<file path="src/rtl/stripe_seq_ctrl.sv">
`default_nettype none
// +----------------------------------------------------------------------------+
// | Module   : stripe_seq_ctrl                                                 |
// | Purpose  : Symbol sequencer for a 4-lane byte striper. Frames upstream      |
// |            packets with STP/END, nullifies broken or over-long packets     |
// |            with EDB, pads frames to a lane boundary with IDL, inserts      |
// |            periodic SKP ordered sets and fills idle time with IDL.         |
// | Ports    : clk, reset_l      - symbol clock, async active-low reset        |
// |            en                - enable, sampled in IDLE at a lane boundary  |
// |            in_data/in_valid/in_last/in_ready - upstream byte handshake     |
// |            d, dk, d_valid    - registered symbol to the striper            |
// |            slot              - registered target lane of d (0..3)         |
// |            skp_busy          - high while an SKP ordered set is on d       |
// |            nullified         - pulse coincident with an EDB on d           |
// | Revision : 1.0  initial release                                            |
// +----------------------------------------------------------------------------+
module stripe_seq_ctrl #(
   parameter int SKP_INTERVAL = 1180,
   parameter int MAX_LEN      = 256
) (
   input  logic       clk,
   input  logic       reset_l,
   input  logic       en,
   input  logic [7:0] in_data,
   input  logic       in_valid,
   input  logic       in_last,
   output logic       in_ready,
   output logic [7:0] d,
   output logic       dk,
   output logic       d_valid,
   output logic [1:0] slot,
   output logic       skp_busy,
   output logic       nullified
);

   localparam logic [7:0]  c_sym_stp  = 8'hfb;
   localparam logic [7:0]  c_sym_end  = 8'hfd;
   localparam logic [7:0]  c_sym_edb  = 8'hfe;
   localparam logic [7:0]  c_sym_com  = 8'hbc;
   localparam logic [7:0]  c_sym_skp  = 8'h1c;
   localparam logic [7:0]  c_sym_idl  = 8'h7c;

   localparam logic [9:0]  c_max_len  = 10'(MAX_LEN);
   localparam logic [10:0] c_skp_term = 11'(SKP_INTERVAL - 1);

   // The STP symbol is emitted on the IDLE->DATA transition edge itself so
   // that it lands on slot 0; a separate STP state would push it to slot 1.
   localparam logic [2:0]  c_st_idle  = 3'd0;
   localparam logic [2:0]  c_st_data  = 3'd1;
   localparam logic [2:0]  c_st_end   = 3'd2;
   localparam logic [2:0]  c_st_edb   = 3'd3;
   localparam logic [2:0]  c_st_pad   = 3'd4;
   localparam logic [2:0]  c_st_skp   = 3'd5;

   logic [2:0]  r_state;
   logic [9:0]  r_cnt;
   logic [3:0]  r_skp_idx;
   logic [10:0] r_skp_cnt;
   logic        r_skp_pending;

   logic [2:0]  w_state_nxt;
   logic [9:0]  w_cnt_nxt;
   logic [9:0]  w_cnt_inc;
   logic [3:0]  w_idx_nxt;
   logic [7:0]  w_d;
   logic        w_dk;
   logic        w_valid;
   logic        w_nul;
   logic        w_busy;
   logic        w_skp_take;
   logic        w_skp_term;
   logic        w_boundary;
   logic        w_lands_last;

   assign in_ready     = (r_state == c_st_data);
   assign w_boundary   = (slot == 2'd3);
   // A valid symbol emitted now lands on slot 3 when the current slot is 2.
   assign w_lands_last = (slot == 2'd2);
   assign w_cnt_inc    = r_cnt + 10'd1;
   assign w_skp_term   = (r_skp_cnt == c_skp_term);

   always_comb begin
      w_state_nxt = r_state;
      w_cnt_nxt   = r_cnt;
      w_idx_nxt   = r_skp_idx;
      w_d         = c_sym_idl;
      w_dk        = 1'b1;
      w_valid     = 1'b1;
      w_nul       = 1'b0;
      w_busy      = 1'b0;
      w_skp_take  = 1'b0;
      case (r_state)
         c_st_idle: begin
            if (w_boundary) begin
               // SKP only goes out while enabled; a held request waits for en.
               if (en && r_skp_pending) begin
                  w_d         = c_sym_com;
                  w_busy      = 1'b1;
                  w_idx_nxt   = 4'd1;
                  w_skp_take  = 1'b1;
                  w_state_nxt = c_st_skp;
               end else if (en && in_valid) begin
                  w_d         = c_sym_stp;
                  w_cnt_nxt   = 10'd0;
                  w_state_nxt = c_st_data;
               end else begin
                  w_valid     = en;
               end
            end
         end
         c_st_data: begin
            if (in_valid) begin
               w_d       = in_data;
               w_dk      = 1'b0;
               w_cnt_nxt = w_cnt_inc;
               if (in_last) begin
                  w_state_nxt = c_st_end;
               end else if (w_cnt_inc == c_max_len) begin
                  w_state_nxt = c_st_edb;
               end
            end else begin
               // Source starved mid-packet: nullify right away.
               w_d         = c_sym_edb;
               w_nul       = 1'b1;
               w_state_nxt = w_lands_last ? c_st_idle : c_st_pad;
            end
         end
         c_st_end: begin
            w_d         = c_sym_end;
            w_state_nxt = w_lands_last ? c_st_idle : c_st_pad;
         end
         c_st_edb: begin
            w_d         = c_sym_edb;
            w_nul       = 1'b1;
            w_state_nxt = w_lands_last ? c_st_idle : c_st_pad;
         end
         c_st_pad: begin
            if (w_lands_last) begin
               w_state_nxt = c_st_idle;
            end
         end
         c_st_skp: begin
            // Symbols 0-3 carry COM so each lane sees COM first.
            w_d       = (r_skp_idx < 4'd4) ? c_sym_com : c_sym_skp;
            w_busy    = 1'b1;
            w_idx_nxt = r_skp_idx + 4'd1;
            if (r_skp_idx == 4'd15) begin
               w_state_nxt = c_st_idle;
            end
         end
         default: begin
            w_state_nxt = c_st_idle;
         end
      endcase
   end

   always_ff @(posedge clk or negedge reset_l) begin
      if (!reset_l) begin
         r_state       <= c_st_idle;
         r_cnt         <= 10'd0;
         r_skp_idx     <= 4'd0;
         r_skp_cnt     <= 11'd0;
         r_skp_pending <= 1'b0;
         d             <= c_sym_idl;
         dk            <= 1'b1;
         d_valid       <= 1'b0;
         slot          <= 2'd3;
         skp_busy      <= 1'b0;
         nullified     <= 1'b0;
      end else begin
         r_state       <= w_state_nxt;
         r_cnt         <= w_cnt_nxt;
         r_skp_idx     <= w_idx_nxt;
         r_skp_cnt     <= w_skp_term ? 11'd0 : r_skp_cnt + 11'd1;
         // A new request on the entry edge must survive the clear.
         r_skp_pending <= w_skp_term | (r_skp_pending & ~w_skp_take);
         d             <= w_d;
         dk            <= w_dk;
         d_valid       <= w_valid;
         slot          <= w_valid ? slot + 2'd1 : slot;
         skp_busy      <= w_busy;
         nullified     <= w_nul;
      end
   end

endmodule
`default_nettype wire

</file>
<file path="config.mk">
export PLATFORM = sky130hd
export DESIGN_NAME = stripe_seq_ctrl
export DESIGN_NICKNAME = d
export VERILOG_FILES = /design/src/rtl/stripe_seq_ctrl.sv
export SDC_FILE = /design/constraint.sdc
export NUM_CORES = 1
export LEC_CHECK = 0
export ABC_AREA = 1
export CAP_MARGIN = 15
export CELL_PAD_IN_SITES_DETAIL_PLACEMENT = 0
export CELL_PAD_IN_SITES_GLOBAL_PLACEMENT = 1
export CORE_MARGIN = 4
export CORE_UTILIZATION = 43
export CTS_BUF_LIST = sky130_fd_sc_hd__clkbuf_8
export CTS_CLUSTER_DIAMETER = 30
export DETAILED_ROUTE_END_ITERATION = 8
export PLACE_DENSITY = 0.79
export SYNTH_ARGS = -nofsm -noshare
export SYNTH_HDL_FRONTEND = slang
export SYNTH_SLANG_ARGS = --single-unit
</file>
<file path="constraint.sdc">
create_clock -name clk -period 1.8 [get_ports clk]
set_clock_uncertainty 0.1 [all_clocks]
set_input_delay 0.27 -clock clk [delete_from_list [all_inputs] [get_ports clk]]
set_output_delay 0.27 -clock clk [all_outputs]
set_load 0.005 [all_outputs]
</file>
==> impl_metrics.yaml <==
run_status:
  outcome: "finished clean"
worst_setup_path:
  arrival_ps: 1360
  crit_slowest_cell: "dfstp_2"
  start_kind: "register"
  crit_chain: "clkdlybuf4s50_1"
  critPathMaxStageDelay_ps: 570
  cp-end-kind: "output pin"
  critical_path_class: "register to output pin"
  crit_buf_inv: 1
  worstPathRequired_ps: 1430
  crit_fanout: 4
  critPathTopFamily: "flip-flops"
power:
  power_mw: 3.837
  ir_drop_uv: 786.3
  p_leak_nw: 1.319
  p_per_area_nw_per_um2: 1350
hold_path:
  hold_path.class: "input pin to async pin"
detailed_routing:
  dr_wl_met3_um: 193
  drtIter0Drc: 66
  ant_nets: 0
  drt-wirelength-per-cell_um: 12.72
  first_pass_iters: 4
  via_per_inst: 4.889
  via_count: 1848
  wl_met1_um: 2394
  route.met2.wl_um: 2161
  highest_layer: "met4"
  wirelength_um: 4808
  drc: 0
placed_design:
  placedCellCount: 360
  routabilityCongestion: 0.7956
  portBuffers: 27
  hpwl_um: 3555
floorplanning:
  dieHeight_um: 78.93
  io_pins: 28
  initial_utilization_pct: 45.20
  rows: 25
  die_w_um: 78.93
  die_area_um2: 6230
  core_area_um2: 4786
sta:
  setup_viol: 0
  fmax_ghz: 0.5791
  finalCriticalPeriod_ps: 1727
  slew_headroom_pct: 75.58
  worst_slew_pin_slew_ps: 361.7
  maxSlewViolCount: 0
  fin_crit_sh_pct: 95.93
  finalHoldWorstSlack_ps: 378.8
  finalHoldViolations: 0
global_route:
  grt_pass1_wl_um: 8211
  grt_max_degree: 44
  antenna_found_initial: 0
  grt_overflow: 0
  grt_pass1_vias: 1762
  grt_use_total_pct: 16.74
yosys:
  ys.flop_type: "dfrtp_1"
  synth_area_um2: 2163
  synth_area_leaders: "dfrtp_1 40%, dfstp_2 9.7%, nand2_1 8.7%, inv_1 6.2%, nand3_1 4.6%"
  synth_nets: 269
  yosysSeqAreaShare_pct: 50.20
  synth_edf_count: 0
  ys_ff_latch: 43
  synthCells: 251
  synth_area_per_cell_um2: 8.619
  yosysTopAreaCell: "dfrtp_1"
  synth-async-reset-ratio_pct: 100.0
  yosysWarningCount: 0
  synth_top_area_share_pct: 40.49
  synth.distinct_cells: 34
layout:
  instances_no_fill: 378
  drive_gt1_share_pct: 23.79
  antennaDiodeCount: 0
  area_delta_synth_final_pct: 31.41
  fin_nets: 328
  utilization_pct: 59.40
clocking:
  cts_tree: "yes"
  clock-sinks: 43
  numCtsBuffers: 5
  clk_pin_slew_ps: 80
  clk_latency_ps: 290
  htree_levels: 2
  cts_buffer_depth: 2
  cts_root_buffer: "clkbuf_8"
job:
  drv_cap: 0
## per-layer routing
metal	vias to the layer above	GRT usage, %
li1	943	-
met1	869	24.54
met2	31	24.53
met3	5	3.968
met5	-	0
met4	0	5.155
## layout by cell type, fill, tap and decap left out, types with 2 or more instances in the layout
master,count
clkinv_1,2
dfrtp_1,32
dfrtp_2,3
nand2_1,49
nor2_4,4
dfstp_2,8
nor3_1,3
nor2_1,14
nand2_2,7
inv_2,5
clkdlybuf4s50_1,25
nor4_1,2
or2_2,5
xor2_1,4
nor2_2,2
o22ai_1,8
nand3_2,2
ha_1,4
nand3_1,19
nand4_1,4
buf_4,24
inv_1,36
a21oi_1,8
clkbuf_8,5
o21ai_0,16
## final timing paths
check	cells past startpoint	from	slack [ps]	endpoint
setup / recovery	1	slot[0]	70	slot[0]
hold reg to reg	1	r_skp_idx[0]	410	r_skp_idx[0]
min in group clk	1	r_skp_idx[0]	410	r_skp_idx[0]
setup reg to reg	8	r_state[0]	90	d[7]
hold / removal	3	reset_l	380	r_skp_cnt[4]
max in group asynchronous	3	reset_l	950	d[2]
## synth_stat cells, types with 2 or more instances
cell type,count
nor2_1,15
or2_2,5
ha_1,5
inv_1,36
nand2_1,50
nor2_4,3
dfstp_2,8
nand4_1,4
nand2_2,6
nand3_1,20
dfrtp_1,35
clkinv_1,2
o21ai_0,16
nor4_1,3
nor2_2,2
inv_2,3
a21oi_1,8
o22ai_1,8
xor2_1,4
nor3_1,3
nand3_2,2
## timing repair
action                                  CTS  global route
pin swaps                                 1             5
hold buffers                              1             0
setup buffers                             4             5
endpoints found under the setup margin    1            14
hold endpoints to repair                 35             0
gates resized for setup                   4            10
## flip-flops by register name, summed over array words and instances (netlist names)
name and count:
d 8, skp_busy 1, dk 1, r_cnt 10, nullified 1, r_state 3, r_skp_idx 4, d_valid 1
r_skp_cnt 11, slot 2, r_skp_pending 1
## report_power, final
| part | internal [mW] | switching (mW) |
|---|---|---|
| clock | 0.261 | 0.313 |
| sequential | 1.30 | 0.218 |
| combinational | 0.868 | 0.880 |
## per-stage QoR
step / TNS (ps) / cell area [um^2] / setup slack [ps]
6_report: 0 / 2843 / 73.23
5_1_grt: -32.44 / 2843 / -19.50
4_1_cts: 0 / 2763 / 5.914
3_5_place_dp: -561.8 / 2640 / -78.54
3_3_place_gp: -126.4 / 2640 / -19.99
2_1_floorplan: 0 / 2163 / 121.9
## cells by family after synthesis
family	count (synthesis)	share of synthesized area, %
AO/OA/AOI/OAI	41	11.86
XOR/XNOR	5	2.024
adder cells (fa/ha/maj)	5	2.892
buffers and inverters	42	7.345
flip-flops	43	50.20
AND/OR/NAND/NOR	115	25.68
## layout make-up
class                   count  area, um^2
clock buffers               5       68.82
multi-input cells         166       959.7
fillers                   442        1943
clock inverters             3       12.51
well taps                  67       83.83
flip-flops and latches     43        1090
repair buffers             53       474.2
inverters                  41       153.9
Power figures use the tool's default switching activity.
